`config.mk`:
```
export PLATFORM = sky130hd
export DESIGN_NAME = pattern_det_sched
export DESIGN_NICKNAME = d
export VERILOG_FILES = /design/src/rtl/pattern_det_sched.sv
export SDC_FILE = /design/constraint.sdc
export NUM_CORES = 1
export LEC_CHECK = 0
export ABC_CLOCK_PERIOD_IN_PS = 1400
export BUFFER_PORTS_ARGS = -buffer_cell sky130_fd_sc_hd__buf_4
export CORE_AREA = 2 2 82 65
export DETAILED_ROUTE_END_ITERATION = 8
export DIE_AREA = 0 0 84 67
export GPL_TIMING_DRIVEN = 0
export SYNTH_ARGS = -nofsm -noshare
export SYNTH_HDL_FRONTEND = slang
export SYNTH_SLANG_ARGS = --single-unit
```
`constraint.sdc`:
```
create_clock -name clk -period 1.4 [get_ports clk]
set_input_delay 0.07 -clock clk [delete_from_list [all_inputs] [get_ports clk]]
set_output_delay 0.07 -clock clk [all_outputs]
set_load 0.01 [all_outputs]
```
`src/rtl/pattern_det_sched.sv`:
```
// Round-robin scheduler that shares one bit-serial 10110 detector between two
// byte-packet requesters and attributes detector hits to the owning requester.
module pattern_det_sched #(
  parameter int unsigned DATA_W = 8,
  parameter int unsigned CNT_W  = 8
) (
  input  logic              clk,
  input  logic              rst,
  input  logic              req0_valid,
  input  logic [DATA_W-1:0] req0_data,
  input  logic              req0_last,
  output logic              req0_ready,
  input  logic              req1_valid,
  input  logic [DATA_W-1:0] req1_data,
  input  logic              req1_last,
  output logic              req1_ready,
  output logic              det_rst,
  output logic              det_valid,
  output logic              det_data,
  input  logic              det_hit,
  output logic [1:0]        grant,
  output logic [CNT_W-1:0]  hit_cnt0,
  output logic [CNT_W-1:0]  hit_cnt1,
  output logic              pkt_done
);

  localparam int unsigned       BC_W     = (DATA_W > 2) ? $clog2(DATA_W) : 1;
  localparam logic [BC_W-1:0]   LAST_BIT = BC_W'(DATA_W - 1);
  localparam logic [CNT_W-1:0]  CNT_MAX  = {CNT_W{1'b1}};

  typedef enum logic [2:0] {
    S_IDLE  = 3'd0,
    S_CLEAR = 3'd1,
    S_LOAD  = 3'd2,
    S_SHIFT = 3'd3,
    S_DONE  = 3'd4
  } state_t;

  state_t            r_state, w_state_n;
  logic [1:0]        r_grant, w_grant_n;
  logic              r_ptr, w_ptr_n;
  logic              r_rdy0, w_rdy0_n;
  logic              r_rdy1, w_rdy1_n;
  logic              r_det_rst, w_det_rst_n;
  logic              r_det_valid, w_det_valid_n;
  logic              r_pkt_done, w_pkt_done_n;
  logic [DATA_W-1:0] r_shreg, w_shreg_n;
  logic [BC_W-1:0]   r_bit_cnt, w_bit_cnt_n;
  logic              r_last, w_last_n;

  logic              r_det_valid_d;
  logic              r_owner_d;
  logic [CNT_W-1:0]  r_hit_cnt0, r_hit_cnt1;

  logic              w_hs;
  logic [DATA_W-1:0] w_sel_data;
  logic              w_sel_last;

  // Handshake and payload of whichever channel currently owns the detector
  assign w_hs       = (r_grant[0] & req0_valid & r_rdy0) | (r_grant[1] & req1_valid & r_rdy1);
  assign w_sel_data = r_grant[1] ? req1_data : req0_data;
  assign w_sel_last = r_grant[1] ? req1_last : req0_last;

  always_comb begin
    w_state_n     = r_state;
    w_grant_n     = r_grant;
    w_ptr_n       = r_ptr;
    w_rdy0_n      = 1'b0;
    w_rdy1_n      = 1'b0;
    w_det_rst_n   = 1'b0;
    w_det_valid_n = 1'b0;
    w_pkt_done_n  = 1'b0;
    w_shreg_n     = r_shreg;
    w_bit_cnt_n   = r_bit_cnt;
    w_last_n      = r_last;
    case (r_state)
      S_IDLE: begin
        if (req0_valid && (!req1_valid || !r_ptr)) begin
          w_grant_n   = 2'b01;
          w_state_n   = S_CLEAR;
          w_det_rst_n = 1'b1;
        end else if (req1_valid) begin
          w_grant_n   = 2'b10;
          w_state_n   = S_CLEAR;
          w_det_rst_n = 1'b1;
        end
      end
      S_CLEAR: begin
        w_state_n = S_LOAD;
        w_rdy0_n  = r_grant[0];
        w_rdy1_n  = r_grant[1];
      end
      S_LOAD: begin
        if (w_hs) begin
          w_shreg_n     = w_sel_data;
          w_last_n      = w_sel_last;
          w_bit_cnt_n   = '0;
          w_det_valid_n = 1'b1;
          w_state_n     = S_SHIFT;
        end else begin
          w_rdy0_n = r_grant[0];
          w_rdy1_n = r_grant[1];
        end
      end
      S_SHIFT: begin
        w_shreg_n   = {r_shreg[DATA_W-2:0], 1'b0};
        w_bit_cnt_n = r_bit_cnt + BC_W'(1);
        if (r_bit_cnt == LAST_BIT) begin
          if (r_last) begin
            w_state_n    = S_DONE;
            w_pkt_done_n = 1'b1;
          end else begin
            w_state_n = S_LOAD;
            w_rdy0_n  = r_grant[0];
            w_rdy1_n  = r_grant[1];
          end
        end else begin
          w_det_valid_n = 1'b1;
        end
      end
      S_DONE: begin
        // Channel just served loses the next tie
        w_ptr_n   = r_grant[0];
        w_grant_n = 2'b00;
        w_state_n = S_IDLE;
      end
      default: w_state_n = S_IDLE;
    endcase
  end

  always_ff @(posedge clk) begin
    if (rst) begin
      r_state     <= S_IDLE;
      r_grant     <= 2'b00;
      r_ptr       <= 1'b0;
      r_rdy0      <= 1'b0;
      r_rdy1      <= 1'b0;
      r_det_rst   <= 1'b0;
      r_det_valid <= 1'b0;
      r_pkt_done  <= 1'b0;
      r_shreg     <= '0;
      r_bit_cnt   <= '0;
      r_last      <= 1'b0;
    end else begin
      r_state     <= w_state_n;
      r_grant     <= w_grant_n;
      r_ptr       <= w_ptr_n;
      r_rdy0      <= w_rdy0_n;
      r_rdy1      <= w_rdy1_n;
      r_det_rst   <= w_det_rst_n;
      r_det_valid <= w_det_valid_n;
      r_pkt_done  <= w_pkt_done_n;
      r_shreg     <= w_shreg_n;
      r_bit_cnt   <= w_bit_cnt_n;
      r_last      <= w_last_n;
    end
  end

  // Detector output lags its input by one cycle, so attribute using delayed valid/owner
  always_ff @(posedge clk) begin
    if (rst) begin
      r_det_valid_d <= 1'b0;
      r_owner_d     <= 1'b0;
      r_hit_cnt0    <= '0;
      r_hit_cnt1    <= '0;
    end else begin
      r_det_valid_d <= r_det_valid;
      r_owner_d     <= r_grant[1];
      if (det_hit && r_det_valid_d) begin
        if (!r_owner_d && (r_hit_cnt0 != CNT_MAX)) r_hit_cnt0 <= r_hit_cnt0 + CNT_W'(1);
        if (r_owner_d && (r_hit_cnt1 != CNT_MAX))  r_hit_cnt1 <= r_hit_cnt1 + CNT_W'(1);
      end
    end
  end

  assign req0_ready = r_rdy0;
  assign req1_ready = r_rdy1;
  assign det_rst    = r_det_rst;
  assign det_valid  = r_det_valid;
  assign det_data   = r_shreg[DATA_W-1];
  assign grant      = r_grant;
  assign hit_cnt0   = r_hit_cnt0;
  assign hit_cnt1   = r_hit_cnt1;
  assign pkt_done   = r_pkt_done;

endmodule
```
==> results of run 1 <==
## routing by layer
layer / global-route usage (%) / vias up
li1: - / 912
met1: 19.8 / 830
met2: 26.8 / 40
met3: 5.58 / 6
met4: 2.62 / 0
met5: 0 / -
## worst min path at each step
| stage | slack [ps] | endpoint | cells after the start | startpoint |
|---|---|---|---|---|
| after global placement | 390 | grant[0] | 3 | req0_valid |
| after floorplan | 240 | grant[1] | 2 | req1_valid |
| after CTS | 90 | grant[0] | 3 | req0_valid |
| final | 120 | grant[0] | 3 | req0_valid |
| after detailed placement | 390 | grant[0] | 3 | req0_valid |
| after global routing | 130 | grant[1] | 3 | req1_valid |
## worst register-to-register path: stages, from the launching register on
cell and delay, ps:
dfxtp_4 370, ha_4 180, nand3_4 80, o21bai_4 70, or4_4 480, a21oi_2 130
## cell families (layout without fill, tap and decap cells)
family | count (synthesis) | in the layout
xor+xnor | 2 | 2
flops | 41 | 41
compound gates | 56 | 56
simple gates | 83 | 83
buf+inv | 15 | 85
mux | 12 | 12
fa+ha+maj | 4 | 4
## state kept, by name, indices dropped and copies added, names as in the netlist, 2 cells and up
register   count
r_state        3
hit_cnt1       8
r_bit_cnt      3
hit_cnt0       8
r_shreg        8
grant          2
## stage by stage
stage / util [%] / power [uW]
after floorplan: - / 1430
after global placement: 48.0 / 1540
after detailed placement: 48.0 / 1540
after CTS: 52.8 / 2330
after global routing: 58.2 / 2460
final: 58.2 / 2330
## cell usage after synthesis, types with 2 or more instances
cell | instances | share of area (%)
ha_1 | 4 | 2.7
buf_2 | 6 | 1.6
dfxtp_1 | 41 | 44
a21oi_1 | 20 | 5.4
xor2_1 | 2 | 0.94
o31ai_1 | 7 | 2.8
nand4_1 | 4 | 1.3
nor3_1 | 2 | 0.54
nor2b_1 | 3 | 1.0
or4_1 | 6 | 2.4
a22oi_1 | 2 | 0.81
inv_1 | 3 | 0.60
nand3b_1 | 2 | 0.81
nand2b_1 | 2 | 0.67
nor2_1 | 20 | 4.0
clkbuf_1 | 6 | 1.2
o211ai_1 | 7 | 2.8
nand2_1 | 21 | 4.2
o21bai_1 | 2 | 0.81
a211oi_1 | 2 | 0.81
o21ai_0 | 10 | 2.7
a32oi_1 | 2 | 0.94
or3_1 | 7 | 2.4
mux2i_1 | 12 | 6.5
and2_1 | 2 | 0.67
nand3_1 | 11 | 3.0
## placed cells by master (no fill, tap or decap), drive strengths merged, types with 2 or more instances in the layout
cell,n
a211oi,3
a21oi,20
a22oi,2
a32oi,2
and2,2
buf,69
clkbuf,13
dfxtp,41
ha,4
inv,3
mux2i,12
nand2,21
nand2b,2
nand3,12
nand3b,2
nand4,4
nor2,20
nor2b,3
nor3,2
o211ai,7
o21ai,10
o21bai,2
o31ai,7
or3,7
or4,6
xor2,2
## area by class of cell
type	count	share of cell area [%]
multi-input cells	157	42.0
flip-flops and latches	41	31.0
repair buffers	66	18.6
clock buffers	7	3.12
well taps	60	2.71
plain buffers	9	2.21
inverters	3	0.406
## power breakdown
part	switching [uW]	internal, uW	total [uW]
Combinational	179	161	340
Sequential	24.3	1190	1210
Clock	389	392	781
## timing repair
action                     in CTS  in global routing
cloned                          2                  1
pin swaps                       4                 19
resized for setup              23                 49
hold buffers                    0                  0
setup buffers                   6                 12
setup endpoints to repair      25                 30
==> flow_summary_export.csv, run 1 <==
group,metric,value,unit
run_status,status,"finished, final reports clean",
synth,netlist_area,1860,um2
timing,worst_slack,20.9,ps
timing,timing.final.crit_share,98.5,%
worst_setup_path,crit_chain,"ha_4, nand3_4, o21bai_4, or4_4, a21oi_2",
worst_setup_path,worstPathArrival,1600,ps
timing,rsz0062_at_grt,"yes",
worst_setup_path,critPathLaunchType,"flop",
drt,highest_layer,"met4",
cts,cts_max_path_buffers,2,
worst_setup_path,cp-end-kind,"flop",
synth,async_flop_share,0,%
timing,slew_viol_final,0,
timing,relSlewSlack,59.3,%
drt,wl_met1,2190,um
drt,ant_nets,0,
cts,clk_latency,290,ps
floorplanning,die_y,67,um
worst_setup_path,slowest_delay,480,ps
finish,antenna_cells,0,
worst_setup_path,crit_path_top_delay_cell,"or4_4",
grt,grt_pass1_wl,7090,um
worst_setup_path,critPathKind,"flop to flop",
finish,multiInputGateArea,1160,um2
finish,nFillCells,429,
drt,drc_errors,0,
synth,synth-edff-count,0,
worst_setup_path,r2r-end,"hit_cnt0[5]",
cts,cts.sinks,41,
worst_setup_path,cp_max_fo,4,
drt,dr_wl_met3,203,um
timing,worst_hold_slack,119,ps
floorplanning,die_area,5630,um2
cts,clkTransAtPathRegs,80,ps
cts,numCtsBuffers,5,
placed_design,place_ws,-149,ps
timing,setup_viol,0,
placed_design,post_dp_cell_area,2290,um2
worst_setup_path,crit_start,"hit_cnt0[1]",
synth,mappedNetlistNets,240,
synth,synth_compound_area_share,20.1,%
worst_setup_path,critPathCapture,"hit_cnt0[5]",
finish,ff_latch_area,860,um2
synth,synthMuxAreaShare,6.45,%
synth,synth_cells,213,
cts,root_buffer,"clkbuf_8",
hold_path,hp-class,"input port to flop",
synth,synth_cell_types,33,
synth,synthXorXnorAreaFrac,0.941,%
drt,wl_per_cell,13.7,um
drt,routed_wl,4690,um
floorplanning,core_area,4760,um2
drt,via_per_inst,5.21,
floorplanning,die_w,84,um
synth,ys_warn_count,0,
timing,fmax,725,MHz
timing,worst_pin_slew,611,ps
finish,final_area,2770,um2
synth,ys_ff_latch,41,
worst_setup_path,rr_worst_depth,5,
timing,min_period,1380,ps
grt,grt.total_usage,15.8,%
grt,grt_max_degree,12,
flow_run,max_cap_viol_count,0,
floorplanning,core.rowCount,22,
placed_design,place.gp.congestion,0.767,
power_and_ir_drop,powerDensity,842,nW/um2
timing,tns,0,ps
worst_setup_path,r2r-start,"hit_cnt0[1]",
worst_setup_path,path_delay_family,"simple AND/OR/NAND/NOR gates",
drt,dr_total_vias,1788,
timing,finClkSkew,5.82,ps
synth,synth_ff_type,"dfxtp_1",
drt,dr.pass1.iters,4,
cts,htreeDepth,2,
floorplanning,floorplan.initialDensity,39.1,%
grt,grt_pass1_vias,1565,
finish,syn_to_final_growth,48.9,%
timing,hold_viol,0,
synth,synth-seq-area-share,44.1,%
synth,syn_avg_cell_area,8.74,um2
worst_setup_path,cp.depth,5,
drt,wl_met2,2270,um
finish,final_cell_count_no_fill,343,
worst_setup_path,ff2ff_setup_slack,20,ps
power_and_ir_drop,worst_ir_drop_vdd,0.474,mV
placed_design,io_buffers,45,
placed_design,placed_cells_incl_taps,318,
synth,synth_top_family_by_area,"simple AND/OR/NAND/NOR gates",
worst_setup_path,worstPathRequired,1620,ps
synth,synth_fa_ha_area_share,2.69,%
placed_design,dp_hpwl,2910,um
drt,drt_iter0_drc,50,
synth,synthSimpleGateAreaFrac,22.3,%
finish,drive_gt1_share,44.9,%
finish,fin_nets,310,
power_and_ir_drop,power.leakage,0.00104,uW
grt,antenna_found_initial,0,
worst_setup_path,path_buf_inv,0,
grt,grt_overflow,0,
cts,tritoncts,"built",
floorplanning,io_pins,47,
Note: power is estimated with default switching activity, not from simulation.
==> run 2, diff against run 1 <==
--- a/config.mk
+++ b/config.mk
@@ -7,10 +7,13 @@
 export LEC_CHECK = 0
 export ABC_CLOCK_PERIOD_IN_PS = 1400
 export BUFFER_PORTS_ARGS = -buffer_cell sky130_fd_sc_hd__buf_4
-export CORE_AREA = 2 2 82 65
+export CELL_PAD_IN_SITES_DETAIL_PLACEMENT = 0
+export CELL_PAD_IN_SITES_GLOBAL_PLACEMENT = 1
+export CORE_AREA = 2 2 88 69
 export DETAILED_ROUTE_END_ITERATION = 8
-export DIE_AREA = 0 0 84 67
+export DIE_AREA = 0 0 90 71
 export GPL_TIMING_DRIVEN = 0
+export PLACE_DENSITY_LB_ADDON = 0.1
 export SYNTH_ARGS = -nofsm -noshare
 export SYNTH_HDL_FRONTEND = slang
 export SYNTH_SLANG_ARGS = --single-unit
==> run 2 against run 1 <==
- die area up 14%
- total power down 0.88%
- via count is 0.11% higher
- sequential power about the same
- utilization shrank 9.5 points
- count of clock-buffer cells in the layout unchanged
- sequential share of layout area up 0.66 points
- design area down 1.8%
- sequential cell count unchanged
- combinational power down 6%
- register-to-register slack about the same
==> flow_summary_export.csv, run 2 (synthesized netlist as in run 1, its figures left out) <==
group,metric,value,unit
grt,grt.total_usage,15.5,%
finish,final_cell_count_no_fill,355,
timing,worst_pin_slew,645,ps
floorplanning,die_w,90,um
power_and_ir_drop,powerDensity,850,nW/um2
timing,tns,0,ps
timing,min_period,1390,ps
flow_run,max_cap_viol_count,0,
worst_setup_path,crit_path_top_delay_cell,"dfxtp_4",
floorplanning,die_y,71,um
drt,dr.pass1.iters,4,
floorplanning,die_area,6390,um2
timing,timing.final.crit_share,99.0,%
timing,rsz0062_at_grt,"yes",
timing,setup_viol,0,
floorplanning,floorplan.initialDensity,33.3,%
power_and_ir_drop,worst_ir_drop_vdd,0.380,mV
worst_setup_path,crit_chain,"ha_4, nand3_4, o21bai_4, buf_6, or3_1, a21oi_1",
finish,fin_nets,304,
drt,ant_nets,0,
timing,fmax,722,MHz
worst_setup_path,cp_max_fo,5,
cts,tritoncts,"built",
worst_setup_path,ff2ff_setup_slack,10,ps
finish,utilization,48.7,%
finish,syn_to_final_growth,46.2,%
grt,grt_pass1_vias,1678,
placed_design,place.gp.congestion,0.751,
worst_setup_path,critPathLaunchType,"flop",
power_and_ir_drop,power.leakage,0.00101,uW
cts,hold_buffers,0,
finish,drive_gt1_share,43.3,%
cts,root_buffer,"clkbuf_8",
finish,final_common_cell,"buf_4",
timing,slew_viol_final,0,
cts,clk_latency,290,ps
timing,relSlewSlack,57.0,%
run_status,status,"finished, final reports clean",
placed_design,placed_cells_incl_taps,336,
placed_design,io_buffers,45,
timing,hold_viol,0,
cts,clkTransAtPathRegs,80,ps
cts,cts.sinks,41,
worst_setup_path,critPathKind,"flop to flop",
hold_path,hp-class,"input port to flop",
grt,grt_overflow,0,
timing,finClkSkew,3.74,ps
floorplanning,io_pins,47,
grt,grt_max_degree,12,
cts,htreeDepth,2,
drt,wl_per_cell,13.5,um
finish,antenna_cells,0,
drt,routed_wl,4810,um
drt,via_per_inst,5.04,
timing,worst_hold_slack,95.0,ps
worst_setup_path,worstPathArrival,1600,ps
worst_setup_path,slowest_delay,360,ps
finish,nFillCells,576,
cts,numCtsBuffers,5,
placed_design,dp_hpwl,3140,um
power_and_ir_drop,finalPower,2310,uW
grt,antenna_found_initial,0,
finish,layout.cells.most_common_list,"56 x buf_4, 24 x dfxtp_1, 20 x nor2_1, 20 x nand2_1, 15 x a21oi_1",
worst_setup_path,cp-end-kind,"flop",
worst_setup_path,worstPathRequired,1610,ps
drt,drt_iter0_drc,64,
cts,cts_max_path_buffers,2,
floorplanning,core_area,5590,um2
drt,dr_total_vias,1790,
floorplanning,core.rowCount,24,
grt,grt_pass1_wl,8020,um
drt,drc_errors,0,
## run 2: cell types whose count changed in the layout (fill, tap and decap cells not counted), sizes merged
cell / change
clkbuf: +2
buf: -8
## run 2: final cells by class
class	instances	area (um2)	area share (%)
sequential	41	862	31.7
inverter	3	11.3	0.414
multi-input combinational	157	1150	42.4
timing repair buffer	58	437	16.0
tap	78	97.6	3.59
clock buffer	7	86.3	3.17
buffer	11	72.6	2.67
## run 2: timing repair
action | 4_1_cts | 5_1_grt
setup endpoints to repair | 27 | 29
pin swaps | 10 | 17
gates resized for setup | 21 | 49
setup buffers | 6 | 5
gates cloned | 2 | 0
## run 2: report_power, final
part	total, uW	internal [uW]	switching (uW)
clock network	778	391	387
registers	1210	1190	26.1
logic	321	147	174
total	2310	1730	588
## run 2: final timing paths
path                            cells after the start          end         from
worst max-delay path                                6  hit_cnt1[3]  hit_cnt1[1]
worst max register to register                      6  hit_cnt1[3]  hit_cnt1[1]
worst min register to register                      2   r_shreg[4]   r_shreg[4]
worst min-delay path                                3     grant[0]   req0_valid
## run 2: per-stage QoR
step	instance area, um2	worst slack, ps
2_1_floorplan	1870	2.22
3_3_place_gp	2310	-134
3_5_place_dp	2310	-125
4_1_cts	2530	0.488
5_1_grt	2720	-40.7
6_report	2720	14.0
## run 2: worst max-delay path: cells and delay by family, from the launching register on
family | cells | cell delay, ps
buffers and inverters | 1 | 140
AND/OR/NAND/NOR | 2 | 420
flip-flops | 1 | 360
adder cells (fa/ha/maj) | 1 | 180
AO/OA/AOI/OAI | 2 | 210
## run 2: metal layers
metal	wire length (um)	up-vias	global-route usage (%)
li1	-	908	-
met1	2450	838	22.4
met2	2090	39	22.8
met3	213	5	3.83
met4	46	0	4.62
met5	0	-	0
